**config.mk**
```make
export PLATFORM = sky130hd
export DESIGN_NAME = fp_mul_arbiter
export DESIGN_NICKNAME = d
export VERILOG_FILES = /design/src/rtl/fp_mul_arbiter.sv
export SDC_FILE = /design/constraint.sdc
export NUM_CORES = 1
export LEC_CHECK = 0
export ABC_AREA = 1
export CAP_MARGIN = 20
export CORE_AREA = 2 2 159 161
export DETAILED_ROUTE_END_ITERATION = 7
export DIE_AREA = 0 0 161 163
export PLACE_DENSITY_LB_ADDON = 0.12
export SLEW_MARGIN = 20
export SYNTH_ARGS = -nofsm -noshare
export SYNTH_HDL_FRONTEND = slang
export SYNTH_SLANG_ARGS = --single-unit
export TNS_END_PERCENT = 30
```
**constraint.sdc**
```tcl
create_clock -name clk -period 5.2 [get_ports clk]
set_input_delay 1.56 -clock clk [delete_from_list [all_inputs] [get_ports clk]]
set_output_delay 1.56 -clock clk [all_outputs]
set_load 0.005 [all_outputs]
```
**src/rtl/fp_mul_arbiter.sv**
```systemverilog
// Round-robin arbiter sharing one FP multiplier among NUM_REQ requesters.
// Sequences the start/done/serv handshake and returns a product or a timeout error.
module fp_mul_arbiter #(
  parameter int unsigned NUM_REQ = 4,
  parameter int unsigned TIMEOUT = 15
) (
  input  logic                    clk,
  input  logic                    rst,
  input  logic [NUM_REQ-1:0]      req_valid,
  input  logic [32*NUM_REQ-1:0]   req_op1,
  input  logic [32*NUM_REQ-1:0]   req_op2,
  output logic [NUM_REQ-1:0]      req_ready,
  output logic [NUM_REQ-1:0]      resp_valid,
  output logic [31:0]             resp_result,
  output logic                    resp_err,
  output logic                    arb_busy,
  output logic                    mul_start,
  output logic [31:0]             mul_op1,
  output logic [31:0]             mul_op2,
  output logic                    mul_serv,
  input  logic [31:0]             mul_result,
  input  logic                    mul_done,
  input  logic                    mul_busy
);

  localparam int unsigned IW = (NUM_REQ > 1) ? $clog2(NUM_REQ) : 1;
  localparam int unsigned CW = 8;

  typedef enum logic [1:0] {
    S_IDLE   = 2'd0,
    S_ISSUE  = 2'd1,
    S_WAIT   = 2'd2,
    S_RETURN = 2'd3
  } state_t;

  state_t        r_state;
  state_t        w_state_nxt;
  logic [IW-1:0] r_ptr;
  logic [IW-1:0] r_winner;
  logic [CW-1:0] r_cnt;
  logic [31:0]   r_result;
  logic          r_err;
  logic [31:0]   r_op1;
  logic [31:0]   r_op2;

  logic          w_found;
  logic [IW-1:0] w_win;
  logic [IW-1:0] w_idx;
  logic [IW-1:0] w_ptr_nxt;
  logic          w_grant;
  logic [CW-1:0] w_cnt_nxt;
  logic          w_cap_res;
  logic [31:0]   w_res_val;
  logic          w_err_val;

  // First requesting slot at or after the round-robin pointer, wrapping.
  always_comb begin
    w_found = 1'b0;
    w_win   = '0;
    w_idx   = '0;
    for (int unsigned k = 0; k < NUM_REQ; k++) begin
      w_idx = IW'((32'(r_ptr) + k) % NUM_REQ);
      if (!w_found && req_valid[w_idx]) begin
        w_found = 1'b1;
        w_win   = w_idx;
      end
    end
  end

  assign w_ptr_nxt = ((32'(w_win) + 32'd1) == NUM_REQ) ? '0 : IW'(32'(w_win) + 32'd1);
  assign w_grant   = (r_state == S_IDLE) && w_found && !mul_done && !mul_busy && !rst;
  assign w_cnt_nxt = r_cnt + CW'(1);

  always_ff @(posedge clk or posedge rst) begin
    if (rst) r_state <= S_IDLE;
    else     r_state <= w_state_nxt;
  end

  // Next state, result capture and state-decoded outputs.
  always_comb begin
    w_state_nxt = r_state;
    w_cap_res   = 1'b0;
    w_res_val   = '0;
    w_err_val   = 1'b0;
    req_ready   = '0;
    resp_valid  = '0;
    resp_result = '0;
    resp_err    = 1'b0;
    arb_busy    = 1'b1;
    mul_start   = 1'b0;
    mul_serv    = 1'b0;
    case (r_state)
      S_IDLE: begin
        arb_busy = 1'b0;
        if (w_grant) begin
          req_ready   = NUM_REQ'(1) << w_win;
          w_state_nxt = S_ISSUE;
        end
      end
      S_ISSUE: begin
        mul_start   = 1'b1;
        w_state_nxt = S_WAIT;
      end
      S_WAIT: begin
        if (mul_done) begin
          w_cap_res   = 1'b1;
          w_res_val   = mul_result;
          w_state_nxt = S_RETURN;
        end else if (w_cnt_nxt == CW'(TIMEOUT)) begin
          w_cap_res   = 1'b1;
          w_err_val   = 1'b1;
          w_state_nxt = S_RETURN;
        end
      end
      S_RETURN: begin
        resp_valid  = NUM_REQ'(1) << r_winner;
        resp_result = r_result;
        resp_err    = r_err;
        mul_serv    = 1'b1;
        w_state_nxt = S_IDLE;
      end
      default: w_state_nxt = S_IDLE;
    endcase
  end

  // Operand latch, pointer advance, wait counter and captured response.
  always_ff @(posedge clk or posedge rst) begin
    if (rst) begin
      r_ptr    <= '0;
      r_winner <= '0;
      r_cnt    <= '0;
      r_result <= '0;
      r_err    <= 1'b0;
      r_op1    <= '0;
      r_op2    <= '0;
    end else begin
      if (w_grant) begin
        r_op1    <= req_op1[{w_win, 5'b0} +: 32];
        r_op2    <= req_op2[{w_win, 5'b0} +: 32];
        r_winner <= w_win;
        r_ptr    <= w_ptr_nxt;
      end
      if (r_state == S_ISSUE)     r_cnt <= '0;
      else if (r_state == S_WAIT) r_cnt <= w_cnt_nxt;
      if (w_cap_res) begin
        r_result <= w_res_val;
        r_err    <= w_err_val;
      end
    end
  end

  assign mul_op1 = r_op1;
  assign mul_op2 = r_op2;

endmodule

```
==> results.cfg, run 1 <==
[floorplanning]
initial_core_util = 0.315
die_area_sq_um = 26200
io_pins = 404
coreArea_sq_um = 24700
fp-row-count = 58
die_w_microns = 161
die_y_microns = 163

[timing]
relSlewSlack = 0.294
fin_crit_sh = 0.985
fin_crit_ns = 5.12
tns_ns = 0
slew_viol_final = 0
setup_violations = 0
timing.hold.ws_ns = 0.480
worstMarginPinSlew_ns = 1.06
finalHoldViolCount = 0
fmax_ghz = 0.195
clock_skew_ns = 0.0187
grt_setup_unrepaired = true

[synth]
ys_warn_count = 0
synth_fa_ha_area_frac = 0.0161
synth_compound_area_frac = 0.0119
yosysUniqueCellTypes = 29
netlist_area_sq_um = 7780
muxShareOfSynthArea = 0
yosys.area.top_type_share = 0.357
synthTopCellsByCount = nand2_1, inv_1, nand3_1, dfrtp_1, nand4_1
post_synth.cell_area_avg_sq_um = 6.17
synth_fp_nets = 1567
synth_area_leader_cell = dfrtp_1
synth-edff-count = 0
synth-simple-area-share = 0.461
async_flop_share = 1.00
synth.area.top_cells = dfrtp_1, nand2_1, nand3_1
synth_ff_type = dfrtp_1
syn_inst = 1261
synth_top_family_by_area = simple AND/OR/NAND/NOR gates
synth.most_common_cell = nand2_1
ys_ff_latch = 111
synth-xor-area-share = 0.00676
yosysSeqAreaShare = 0.357

[min_path]
hold_depth = 2
hp-class = flip-flop to flip-flop

[drt]
dr.pass1.iters = 5
wl_per_cell_microns = 15.5
drtIter0Drc = 523
drc = 0
wirelength_mm = 30.2
viasPerCell = 4.56
route.antenna.remaining_nets = 0
dr_total_vias = 8899

[global_routing]
grt_max_degree = 93
gr-total-overflow = 0
grt_usage = 0.226
grt_pass1_vias = 8687
grt_pass1_wl_mm = 47.1
grt_antenna_before_repair = 2

[critical_path]
crit_required_ns = 3.64
ff2ff_path_depth = 13
crit_cells = 13
crit_family = buffers and inverters
cp_common_cell = nand2_1
crit_path_start_kind = input port
crit_fanout = 5
crit_slowest_cell = clkdlybuf4s50_1
cp.arrival_ns = 3.56
critical_path.max_stage_delay_ns = 0.50
end_kind = primary output
worst-path-buf-inv = 4
critPathKind = input port to primary output
crit_chain = clkdlybuf4s50_1 > inv_1 > nand2_1 > nand3_1 > nand2_2 > nand2_1 > nand2_1 > nand2_2 > nand3_4 > ha_1 > inv_1 > nor2_1 > clkdlybuf4s50_1

[cts]
htree_levels = 3
tritoncts = built
clk_latency_ns = 0.36
cts_buffers = 9
cts-root-buf = clkbuf_16
clock_sinks = 111
holdBufCountCts = 0
post_cts_buffers = 0
clk_pin_slew_worst_paths_ns = 0.07
cts_buffer_depth = 2

[power]
peakVddDrop_mv = 0.698
p_leak_nw = 6.54
p_per_area_nw_per_um2 = 550

[layout]
multiInputGateArea_sq_um = 3890
nets = 1922
fill_cells = 2630
final_util = 0.498
regArea_sq_um = 2780
final_layout_size_suffix_gt1_frac = 0.0364
area_growth_syn_to_layout_pct = 57.8

[place]
port_buffers = 403
place_congestion = 0.887
dp_hpwl_mm = 22.2

[run]
drv_cap = 0

[outcome]
status = complete, no violations
==> power by group <==
group / internal [W] / switching, W / total, W
clock: 0.000342 / 0.000375 / 0.000717
combinational: 0.00177 / 0.00282 / 0.00459
sequential: 0.00123 / 0.000224 / 0.00145
total: 0.00334 / 0.00342 / 0.00676
==> layer usage <==
layer	routed length [microns]	global-route usage	part of all wire	vias up
li1	-	-	-	4540
met4	706	0.0698	0.023	0
met3	2090	0.0497	0.069	36
met1	12800	0.278	0.42	4017
met5	0	0	0	-
met2	14600	0.397	0.48	306
==> area by class of cell <==
type                    instances  area share
clock inverters                 7     0.00622
well taps                     330      0.0336
clock buffers                   9      0.0183
multi-input cells             889       0.317
diodes                          2    0.000408
inverters                     184      0.0571
repair buffers                421       0.341
flip-flops and latches        111       0.226
==> worst paths after layout <==
path                                              start                       to  slack [ns]
max in group asynchronous                           rst   mul_op2[0]$_DFFE_PP0N_        2.51
min in group asynchronous                           rst  mul_op1[15]$_DFFE_PP0N_        1.73
worst min register to register  mul_op2[17]$_DFFE_PP0N_  mul_op2[17]$_DFFE_PP0N_        0.48
worst min-delay path            mul_op2[17]$_DFFE_PP0N_  mul_op2[17]$_DFFE_PP0N_        0.48
worst max register to register     r_ptr[0]$_DFFE_PP0N_  mul_op1[30]$_DFFE_PP0N_        2.09
worst max-delay path                       req_valid[3]             req_ready[0]        0.08
==> state kept, by name (all words and copies together) (netlist names) <==
name / count
mul_op1: 32
mul_op2: 32
r_result: 32
r_cnt: 8
r_ptr: 2
r_state: 2
r_winner: 2
r_err: 1
==> placed cells by master (no fill, tap or decap), drive strengths merged <==
cell           synthesis  final
nand4                 59     59
nand2                638    638
a22o                   1      1
a22oi                  1      1
clkbuf                19      9
o22ai                  3      3
nor3                   4      4
nor2                  16     16
or2                    1      1
o21ai                  7      7
inv                  183    185
diode                  0      2
clkdlybuf4s50          0    400
nand3                138    138
ha                    10     10
dlymetal6s2s           0      3
xor2                   6      6
dfrtp                111    111
clkinvlp               0      1
o21bai                 1      1
a21oi                  3      3
nor4                   1      1
clkinv                 1      5
buf                   58     18
==> kinds of logic after synthesis <==
logic type      after synthesis
buf+inv                     261
compound gates               16
fa+ha+maj                    10
xor+xnor                      6
simple gates                857
flops                       111
==> what timing repair did <==
action | CTS | global route
endpoints found under the hold margin | 0 | 0
pin swaps | 0 | 1
resized for setup | 3 | 6
endpoints found under the setup margin | 2 | 4
==> worst reg2reg max path: cells and delay by family, from the launching register on <==
| family | cells | cell delay [ns] |
|---|---|---|
| AND/OR/NAND/NOR | 9 | 0.97 |
| flip-flops | 1 | 0.62 |
| buffers and inverters | 4 | 1.41 |
==> per-stage QoR <==
stage          cells  worst slack [ns]  cell area [sq um]  power (W)
2_1_floorplan   1261             0.709               7780    0.00456
3_3_place_gp    1935            0.0119              11900    0.00604
3_5_place_dp    1935           -0.0640              11900    0.00607
4_1_cts         1951           0.00508              12300    0.00683
5_1_grt         1953           -0.0668              12300    0.00748
6_report        1953            0.0776              12300    0.00676
Power figures use the tool's default switching activity.
==> run 2: changes to the inputs <==
SKIP_CTS_REPAIR_TIMING = 1   (was unset)
==> run 2 against run 1 <==
Worst setup slack improved by 0.0022 ns. Non-clock buffer count unchanged. Via count decreased by 0.10%. Critical path type unchanged. Largest cell class unchanged. Highest routed layer unchanged.
==> results.cfg, run 2 (same netlist as run 1, synthesis figures left out) <==
[layout]
layout_common_cells = nand2_1, clkdlybuf4s50_1, inv_1
final_layout_size_suffix_gt1_frac = 0.0364
nets = 1922
stdcell_area_sq_um = 12300
area_growth_syn_to_layout_pct = 57.8
final_common_cell = nand2_1
final_util = 0.498

[drt]
dr_total_vias = 8890
wl_per_cell_microns = 15.5
viasPerCell = 4.55
dr.pass1.iters = 4
route.antenna.remaining_nets = 0
wirelength_mm = 30.2
drtIter0Drc = 528
drc = 0

[power]
p_per_area_nw_per_um2 = 551
fin_total_pwr_w = 0.00676
p_leak_nw = 6.54
peakVddDrop_mv = 0.704

[run]
drv_cap = 0

[cts]
tritoncts = built
cts_buffer_depth = 2
clk_pin_slew_worst_paths_ns = 0.07
cts-root-buf = clkbuf_16
clock_sinks = 111
clk_latency_ns = 0.36
cts_buffers = 9
htree_levels = 3

[floorplanning]
initial_core_util = 0.315
coreArea_sq_um = 24700
fp-row-count = 58
die_y_microns = 163
die_w_microns = 161
die_area_sq_um = 26200
io_pins = 404

[global_routing]
grt_pass1_wl_mm = 47.1
grt_usage = 0.227
grt_max_degree = 93
gr-total-overflow = 0
grt_antenna_before_repair = 2
grt_pass1_vias = 8677

[critical_path]
crit_fanout = 5
end_kind = primary output
crit_slowest_cell = clkdlybuf4s50_1
ff2ff_path_depth = 13
crit_path_start_kind = input port
cp_common_cell = nand2_1
critical_path.max_stage_delay_ns = 0.50
crit_chain = clkdlybuf4s50_1 > inv_1 > nand2_1 > nand3_1 > nand2_2 > nand2_1 > nand2_1 > nand2_2 > nand3_4 > ha_1 > inv_1 > nor2_1 > clkdlybuf4s50_1
cp.arrival_ns = 3.56
crit_required_ns = 3.64
critPathKind = input port to primary output

[min_path]
hp-class = flip-flop to flip-flop
hold_depth = 2

[place]
port_buffers = 403
place_congestion = 0.887
place_area_sq_um = 11900
dp_hpwl_mm = 22.2

[timing]
clock_skew_ns = 0.0164
grt_setup_unrepaired = true
worstMarginPinSlew_ns = 1.05
relSlewSlack = 0.299
slew_viol_final = 0
fin_crit_ns = 5.12
finalHoldViolCount = 0
setup_violations = 0
fmax_ghz = 0.195
fin_crit_sh = 0.985

[outcome]
status = complete, no violations
-- run 2: path summary, 6_finish.rpt --
kind / startpoint / end / slack (ns)
hold reg to reg: mul_op2[17]$_DFFE_PP0N_ / mul_op2[17]$_DFFE_PP0N_ / 0.48
min in group asynchronous: rst / mul_op1[15]$_DFFE_PP0N_ / 1.75
hold / removal: mul_op2[17]$_DFFE_PP0N_ / mul_op2[17]$_DFFE_PP0N_ / 0.48
setup / recovery: req_valid[3] / req_ready[0] / 0.08
setup reg to reg: r_ptr[0]$_DFFE_PP0N_ / mul_op1[30]$_DFFE_PP0N_ / 2.07
max in group asynchronous: rst / mul_op2[0]$_DFFE_PP0N_ / 2.52
-- run 2: metrics by stage --
stage / setup slack [ns] / TNS (ns) / std cells / hold WS (ns)
2_1_floorplan: 0.709 / 0 / 1261 / 0.469
3_3_place_gp: 0.0119 / 0 / 1935 / 0.461
3_5_place_dp: -0.0640 / -0.114 / 1935 / 0.466
4_1_cts: -0.0650 / -0.112 / 1951 / 0.488
5_1_grt: -0.0645 / -0.0645 / 1953 / 0.509
6_report: 0.0798 / 0 / 1953 / 0.480
-- run 2: cell type report --
type,instances,area [sq um]
repair buffers,421,4190
diodes,2,5.00
fillers,2630,12400
flip-flops and latches,111,2780
multi-input cells,889,3890
well taps,330,413
clock inverters,7,76.3
clock buffers,9,225
inverters,184,701
-- run 2: per-layer routing --
layer  global-route usage  up-vias  part of all wire
met1                0.278     4011              0.42
li1                     -     4542                 -
met2                0.397      305              0.48
met3               0.0497       32             0.072
met5                    0        -                 0
met4               0.0698        0             0.022
-- run 2: critical path: cells and delay by family --
family	cells	cell delay, ns
adders and majority gates	1	0.15
buffers and inverters	4	1.08
and+or+nand+nor	8	0.77
-- run 2: power breakdown --
group,switching [W],internal [W],leakage (nW)
clock network,0.000373,0.000342,0.145
logic,0.00282,0.00177,4.98
registers,0.000224,0.00123,1.41
total,0.00342,0.00334,6.54
==> run 3: changes to the inputs <==
ABC_AREA = unset   (was 1)
CORE_AREA = 2 2 158 160   (was 2 2 159 161)
DIE_AREA = 0 0 160 162   (was 0 0 161 163)
PLACE_DENSITY_LB_ADDON = 0.08   (was 0.12)
==> run 3 against run 2 <==
Highest routed layer unchanged. Combinational power shrank 43%. Clock skew is 0.0034 ns lower. Sequential power grew 6%. Maximum frequency up 1.6%. Non-clock buffer count rose by 2. Critical path depth is 5 lower.
==> results.cfg, run 3 <==
[outcome]
status = complete, no violations

[timing]
relSlewSlack = 0.278
setup_violations = 0
setup_ws_ns = 0.160
slew_viol_final = 0
grt_setup_unrepaired = false
worstMarginPinSlew_ns = 1.08
tns_ns = 0
finalHoldViolCount = 0
fin_crit_sh = 0.969
fmax_ghz = 0.198
clock_skew_ns = 0.0130
fin_crit_ns = 5.04

[critical_path]
cp_common_cell = clkdlybuf4s50_1
ff2ff_path_depth = 7
crit_chain = clkdlybuf4s50_1 > mux2i_1 > o2bb2ai_1 > or2_4 > inv_1 > ha_1 > and3_1 > clkdlybuf4s50_1
crit_fanout = 5
critical_path.max_stage_delay_ns = 0.49
rr_startpoint = r_state[1]$_DFFE_PP0P_
crit_path_start_kind = input port
crit_required_ns = 3.64
reg2reg_slack_ns = 2.35
end_kind = primary output
crit_slowest_cell = clkdlybuf4s50_1
cp.arrival_ns = 3.48
r2r_end = mul_op1[12]$_DFFE_PP0N_
critPathKind = input port to primary output

[synth]
synthTopCellsByCount = dfrtp_1, mux2i_1, nand2_1, o21ai_0, a21oi_1
async_flop_share = 1.00
yosysSeqAreaShare = 0.401
synth.area.top_cells = dfrtp_1, mux2i_1, a221oi_2
yosys.area.top_type_share = 0.401
ys_warn_count = 0
ys_ff_latch = 111
post_synth.cell_area_avg_sq_um = 9.92
netlist_area_sq_um = 6920
synth_ff_type = dfrtp_1
synth_fp_nets = 1004
synth_area_leader_cell = dfrtp_1
synth-edff-count = 0
syn_inst = 698
yosysUniqueCellTypes = 46
synth.most_common_cell = dfrtp_1

[floorplanning]
die_area_sq_um = 25900
die_w_microns = 160
initial_core_util = 0.287
die_y_microns = 162
fp-row-count = 57
io_pins = 404
coreArea_sq_um = 24100

[drt]
drc = 0
drtIter0Drc = 270
dr_total_vias = 6776
wl_per_cell_microns = 19.2
viasPerCell = 4.82
route.antenna.remaining_nets = 0
wirelength_mm = 27.0
dr.pass1.iters = 6

[power]
p_leak_nw = 4.81
combinationalPowerShare = 0.534
internal-power_w = 0.00319
seqPwrFrac = 0.313
peakVddDrop_mv = 0.229
switching_share = 0.352
pwr-share-clk = 0.153
p_switching_w = 0.00173
p_per_area_nw_per_um2 = 425

[layout]
layout_common_cells = clkdlybuf4s50_1, dfrtp_1, mux2i_1
final_common_cell = clkdlybuf4s50_1
fin_cells = 1405
antenna_cells = 0
nets = 1382
final_layout_size_suffix_gt1_frac = 0.0694
area_growth_syn_to_layout_pct = 67.2
final_util = 0.480
fill_cells = 2353

[cts]
cts-root-buf = clkbuf_16
clk_pin_slew_worst_paths_ns = 0.07
cts_buffers = 9
htree_levels = 3
clk_latency_ns = 0.36
clock_sinks = 111
tritoncts = built
cts_buffer_depth = 2

[global_routing]
grt_antenna_before_repair = 0
grt_usage = 0.203
grt_pass1_vias = 6987
grt_max_degree = 65
grt_pass1_wl_mm = 40.9
gr-total-overflow = 0

[run]
drv_cap = 0

[min_path]
hold_depth = 2
hp-class = flip-flop to flip-flop
hp-start = mul_op2[23]$_DFFE_PP0N_
whs_endpoint = mul_op2[23]$_DFFE_PP0N_

[place]
pre_cts_ws_ns = 0.0684
port_buffers = 403
placed_cells = 1389
dp_hpwl_mm = 19.9
place_congestion = 0.807
==> run 3: changes by cell type after synthesis, moves of 35 or more <==
cell      previous run  this run
o221ai_1             0        36
and3_1               0        35
nand2_1            635        49
nand3_1            136         1
nand2b_1             0        37
mux2i_1              0       102
inv_1              175        12
a21oi_1              3        38
and2_1               0        35
nand4_1             59         2
==> run 3: layout make-up <==
class                      count  area [sq um]  share of cell area
clock inverter                 6          75.1             0.00649
sequential                   111          2780               0.240
multi-input combinational    519          3840               0.332
timing repair buffer         423          4180               0.362
inverter                      12          47.5             0.00411
clock buffer                  10           239              0.0206
tap                          324           405              0.0350
==> run 3: how the worst max path moves through the flow <==
stage / depth (start not counted) / startpoint / end / slack, ns
6_report: 8 / req_valid[0] / req_ready[3] / 0.16
3_5_place_dp: 8 / req_valid[0] / req_ready[3] / 0.07
2_1_floorplan: 1 / rst / mul_op1[0]$_DFFE_PP0N_ / 0.71
4_1_cts: 8 / req_valid[0] / req_ready[3] / 0.07
3_3_place_gp: 8 / req_valid[0] / req_ready[3] / 0.1
5_1_grt: 8 / req_valid[1] / req_ready[0] / 0.005
==> run 3: power by group through the flow <==
stage / Clock [W] / Sequential (W) / Combinational, W
2_1_floorplan: 0 / 0.00151 / 0.00136
3_3_place_gp: 0 / 0.00154 / 0.00266
3_5_place_dp: 0 / 0.00154 / 0.00266
4_1_cts: 0.000785 / 0.00154 / 0.00267
5_1_grt: 0.000817 / 0.00160 / 0.00290
6_report: 0.000754 / 0.00154 / 0.00263
==> run 3: logic make-up after synthesis <==
family          share of synthesized area
simple gates                        0.178
compound gates                      0.201
flops                               0.401
mux                                 0.149
buf+inv                            0.0475
fa+ha+maj                          0.0181
xor+xnor                          0.00506
==> run 3: metal layers <==
metal  up-vias  part of all wire  GRT usage
met3        30             0.072     0.0615
li1       3292                 -          -
met5         -                 0          0
met1      3224              0.40      0.236
met4         0             0.023     0.0598
met2       230              0.51      0.362
==> run 3: worst max-delay path, delay by kind of cell <==
kind	cells	cell delay [ns]
adder cells (fa/ha/maj)	1	0.15
AND/OR/NAND/NOR	2	0.42
buffers and inverters	3	1.09
multiplexers	1	0.16
AO/OA/AOI/OAI	1	0.09
==> run 3: stage by stage <==
| stage | hold WS (ns) | instance area (sq um) | power [W] |
|---|---|---|---|
| final | 0.487 | 11600 | 0.00492 |
| after global placement | 0.469 | 11300 | 0.00420 |
| after floorplan | 0.477 | 6920 | 0.00288 |
| after global routing | 0.528 | 11600 | 0.00532 |
| after CTS | 0.496 | 11600 | 0.00500 |
| after detailed placement | 0.472 | 11300 | 0.00421 |
==> RTL edit 1: new RTL, flow settings as in run 2 <==
The localparam `CW` goes from 8 to 7.
--- a/src/rtl/fp_mul_arbiter.sv
+++ b/src/rtl/fp_mul_arbiter.sv
@@ -25,5 +25,5 @@
 
   localparam int unsigned IW = (NUM_REQ > 1) ? $clog2(NUM_REQ) : 1;
-  localparam int unsigned CW = 8;
+  localparam int unsigned CW = 7;
 
   typedef enum logic [1:0] {
Check against the original RTL: same outputs for any inputs over 4 cycles, from zero or initial values and one cycle with rst high; that may be too few to reach the edited logic, so the function may still have changed.
==> RTL edit 1 against run 2 <==
- worst setup slack gained 0.28 ns
- worst hold slack gained 0.0061 ns
- fmax up 5.8%
- routed wire length shrank 1.2%
- count of clock-buffer cells in the layout is the same
- critical path depth is 1 higher
- largest power group unchanged
- sequential share of layout area down 0.26 points
- synthesized area fell by 1.2%
- total power increased by 1.3%
- cell area up 0.26%
- critical path type unchanged
- sequential cell count decreased by 1
- global-route usage fell by 0.24 points
==> RTL edit 1: results (changes against run 2) <==
Reg area 2750 um2 (was 2780 um2); post-synthesis sequential area ratio 0.358 (was 0.357); Sequential Power Share 0.211 (was 0.215); antenna violations before repair 0 (was 2); first drt pass iteration count 5 (was 4); Post-synth top cells nand2_1 (622), inv_1 (185), nand3_1 (137) (was nand2_1 (635), inv_1 (175), nand3_1 (136)); synth top area cells dfrtp_1 (36%), nand2_1 (30%), inv_1 (9.0%) (was dfrtp_1 (36%), nand2_1 (31%), nand3_1 (8.8%)); Post-Synth XOR/XNOR Area 0.00570 (was 0.00676); Adder-Cell Fraction of Synth Area 0.0163 (was 0.0161); Signal buffers 428 (was 421); Mapped Cells 1260 (was 1261); Total Wirelength 29900 um (was 30200 um); relative slew slack 0.435 (was 0.299); share of post-route cells with drive strength above 1 0.0375 (was 0.0364); number of synthesized register bits 110 (was 111); dpl hpwl 21700 um (was 22200 um); P_leak 6.60 nW (was 6.54 nW); Net Count, Synth 1566 (was 1567); largest net degree at the start of global routing 81 (was 93); worst slack at placement -0.0818 ns (was -0.0640 ns); GRT met2 Usage 0.382 (was 0.397); Total GRT Usage 0.224 (was 0.227); placed instance count 1938 (was 1935); met3 Use GR 0.0499 (was 0.0497); internal power 3.39 mW (was 3.34 mW); first-pass GRT wire length 46700 um (was 47100 um); compound-cell area share of the yosys netlist 0.0117 (was 0.0119); Yosys cell types 28 (was 29); Final Util 0.499 (was 0.498); status completed (unchanged); Worst Skew 0.0117 ns (was 0.0164 ns); initial DRC count 582 (was 528); multi-input gates 882 (was 889); mapped cell area 7690 um2 (was 7780 um2); wire per inst 15.3 um (was 15.5 um); vias per cell 4.58 (was 4.55); worst vdd ir 730 uV (was 704 uV); met1 WL 13000 um (was 12800 um); Worst path max stage delay 0.43 ns (was 0.50 ns); switching power share of the total 0.504 (was 0.506); met2 wire len 14400 um (was 14600 um); vias in the first global route 8521 (was 8677)
RTL edit 1: cell types whose count changed in the layout (fill, tap and decap cells not counted), moves of 3 or more:
| cell | delta |
|---|---|
| nand2_1 | -11 |
| nand4_1 | +4 |
| nor3_1 | +3 |
| buf_4 | +7 |
| inv_1 | +9 |
RTL edit 1: worst paths after layout:
kind,start,to,slack [ns],depth (start not counted)
max in group asynchronous,rst,mul_op1[12]$_DFFE_PP0N_,2.65,3
min,mul_op2[8]$_DFFE_PP0N_,mul_op2[8]$_DFFE_PP0N_,0.49,2
min in group asynchronous,rst,r_result[26]$_DFFE_PP0P_,1.73,2
max reg2reg,r_ptr[0]$_DFFE_PP0N_,mul_op2[0]$_DFFE_PP0N_,1.84,14
min reg2reg,mul_op2[8]$_DFFE_PP0N_,mul_op2[8]$_DFFE_PP0N_,0.49,2
max,req_valid[0],req_ready[2],0.36,14
==> RTL edit 2: new RTL, flow settings as in run 2 <==
Made on the original files. Encoding of `state_t`: now one-hot (4 bits for 4 states).
--- a/src/rtl/fp_mul_arbiter.sv
+++ b/src/rtl/fp_mul_arbiter.sv
@@ -27,9 +27,9 @@
   localparam int unsigned CW = 8;
 
-  typedef enum logic [1:0] {
-    S_IDLE   = 2'd0,
-    S_ISSUE  = 2'd1,
-    S_WAIT   = 2'd2,
-    S_RETURN = 2'd3
+  typedef enum logic [3:0] {
+    S_IDLE   = 4'b0001,
+    S_ISSUE  = 4'b0010,
+    S_WAIT   = 4'b0100,
+    S_RETURN = 4'b1000
   } state_t;
 
Behaviour: no difference found for any inputs over 4 cycles, from zero or initial values and one cycle with rst high; so few cycles prove little.
==> RTL edit 2 against run 2 <==
- synthesized cell count fell by 2.4%
- sequential power fell by 7%
- count of clock-buffer cells in the layout rose by 8
- synthesized area fell by 1.5%
- total power fell by 1.8%
- combinational power fell by 10%
- cell area rose by 2.0%
- worst hold slack got worse by 0.0019 ns
- worst setup slack improved by 0.19 ns
- routed wire length fell by 4.4%
- clock power rose by 65%
- sequential cell count rose by 2
- highest routed layer unchanged
==> RTL edit 2: results (changes against run 2) <==
R2R Path End mul_op2[9]$_DFFE_PP0N_ (was mul_op1[30]$_DFFE_PP0N_); Final GP Congestion 0.841 (was 0.887); clk root buf clkbuf_16 (unchanged); status completed (unchanged); CP Max Fanout 4 (was 5); largest net degree at the start of global routing 95 (was 93); CP endpoint req_ready[2] (was req_ready[0]); Post-synth top cells nand2_1 (574), inv_1 (179), dfrtp_1 (112) (was nand2_1 (635), inv_1 (175), nand3_1 (136)); share of post-route cells with drive strength above 1 0.0464 (was 0.0364); R2R Setup Slk 2.36 ns (was 2.07 ns); number of synthesized flops with an enable pin 0 (unchanged); worst vdd ir 776 uV (was 704 uV); worst skew pair latency 0.42 ns (was 0.36 ns); CP Data Arrival Time 3.37 ns (was 3.56 ns); reg2reg path depth 14 (was 13); Yosys cell types 27 (was 29); initial DRC count 449 (was 528); Net Count, Synth 1534 (was 1567); Min-Delay Path Depth 2 (unchanged); wire per inst 14.9 um (was 15.5 um); Worst Skew 0.00981 ns (was 0.0164 ns); post-synthesis sequential area ratio 0.369 (was 0.357); first-pass GRT wire length 44400 um (was 47100 um); vias in the first global route 8266 (was 8677); P_leak 6.50 nW (was 6.54 nW); worst slack at placement -0.0689 ns (was -0.0640 ns); CTS buffer count 17 (was 9); Nets 1906 (was 1922); dpl hpwl 20800 um (was 22200 um); synth top area cells dfrtp_1 (37%), nand2_1 (28%), inv_1 (8.8%) (was dfrtp_1 (36%), nand2_1 (31%), nand3_1 (8.8%)); Slew @ Worst Pin 1.04 ns (was 1.05 ns); Total GRT Usage 0.215 (was 0.227); antenna violations before repair 1 (was 2); FMAX 203 MHz (was 195 MHz); Min-Delay Endpoint mul_op1[12]$_DFFE_PP0N_ (was mul_op2[17]$_DFFE_PP0N_)
-- RTL edit 2: cell families after synthesis --
family                   share of synthesized area
AND/OR/NAND/NOR                              0.438
AO/OA/AOI/OAI                               0.0328
XOR/XNOR                                   0.00686
flip-flops                                   0.369
buffers and inverters                        0.141
adder cells (fa/ha/maj)                     0.0114
-- RTL edit 2: layout make-up --
| type | count | area [um2] |
|---|---|---|
| fillers | 2553 | 12100 |
| repair buffers | 424 | 4230 |
| multi-input cells | 863 | 3770 |
| flip-flops and latches | 113 | 2830 |
| inverters | 184 | 696 |
| clock buffers | 17 | 425 |
| well taps | 330 | 413 |
| clock inverters | 15 | 161 |
| diodes | 1 | 2.50 |
-- RTL edit 2: metal layers --
layer | part of all wire | track usage | wire, um | vias up
met3 | 0.077 | 0.0680 | 2210 | 29
met5 | 0 | 0 | 0 | -
li1 | - | - | - | 4506
met1 | 0.41 | 0.263 | 11900 | 4008
met2 | 0.49 | 0.367 | 14300 | 287
met4 | 0.020 | 0.0588 | 574 | 0
-- RTL edit 2: report_power, final --
group          total (mW)  switching (mW)  internal [mW]
Combinational        4.12            2.53           1.59
Clock                1.18           0.494          0.682
Sequential           1.35           0.168           1.18
-- RTL edit 2: stage by stage --
| stage | std cells | cell area, um2 |
|---|---|---|
| floorplan | 1231 | 7660 |
| global placement | 1914 | 11900 |
| detailed placement | 1914 | 11900 |
| CTS | 1946 | 12500 |
| global route | 1947 | 12500 |
| finish | 1947 | 12500 |
-- RTL edit 2: worst max-delay path: stages --
cell             delay [ns]
clkdlybuf4s50_1        0.44
inv_1                  0.08
nand2_1                0.06
nand3_1                0.13
nand2_1                0.12
nor2_4                 0.16
nand2_1                0.10
nand3_2                0.11
nand2_4                0.07
inv_2                  0.07
ha_1                   0.15
inv_1                  0.04
nor2_1                 0.10
dlymetal6s2s_1         0.17
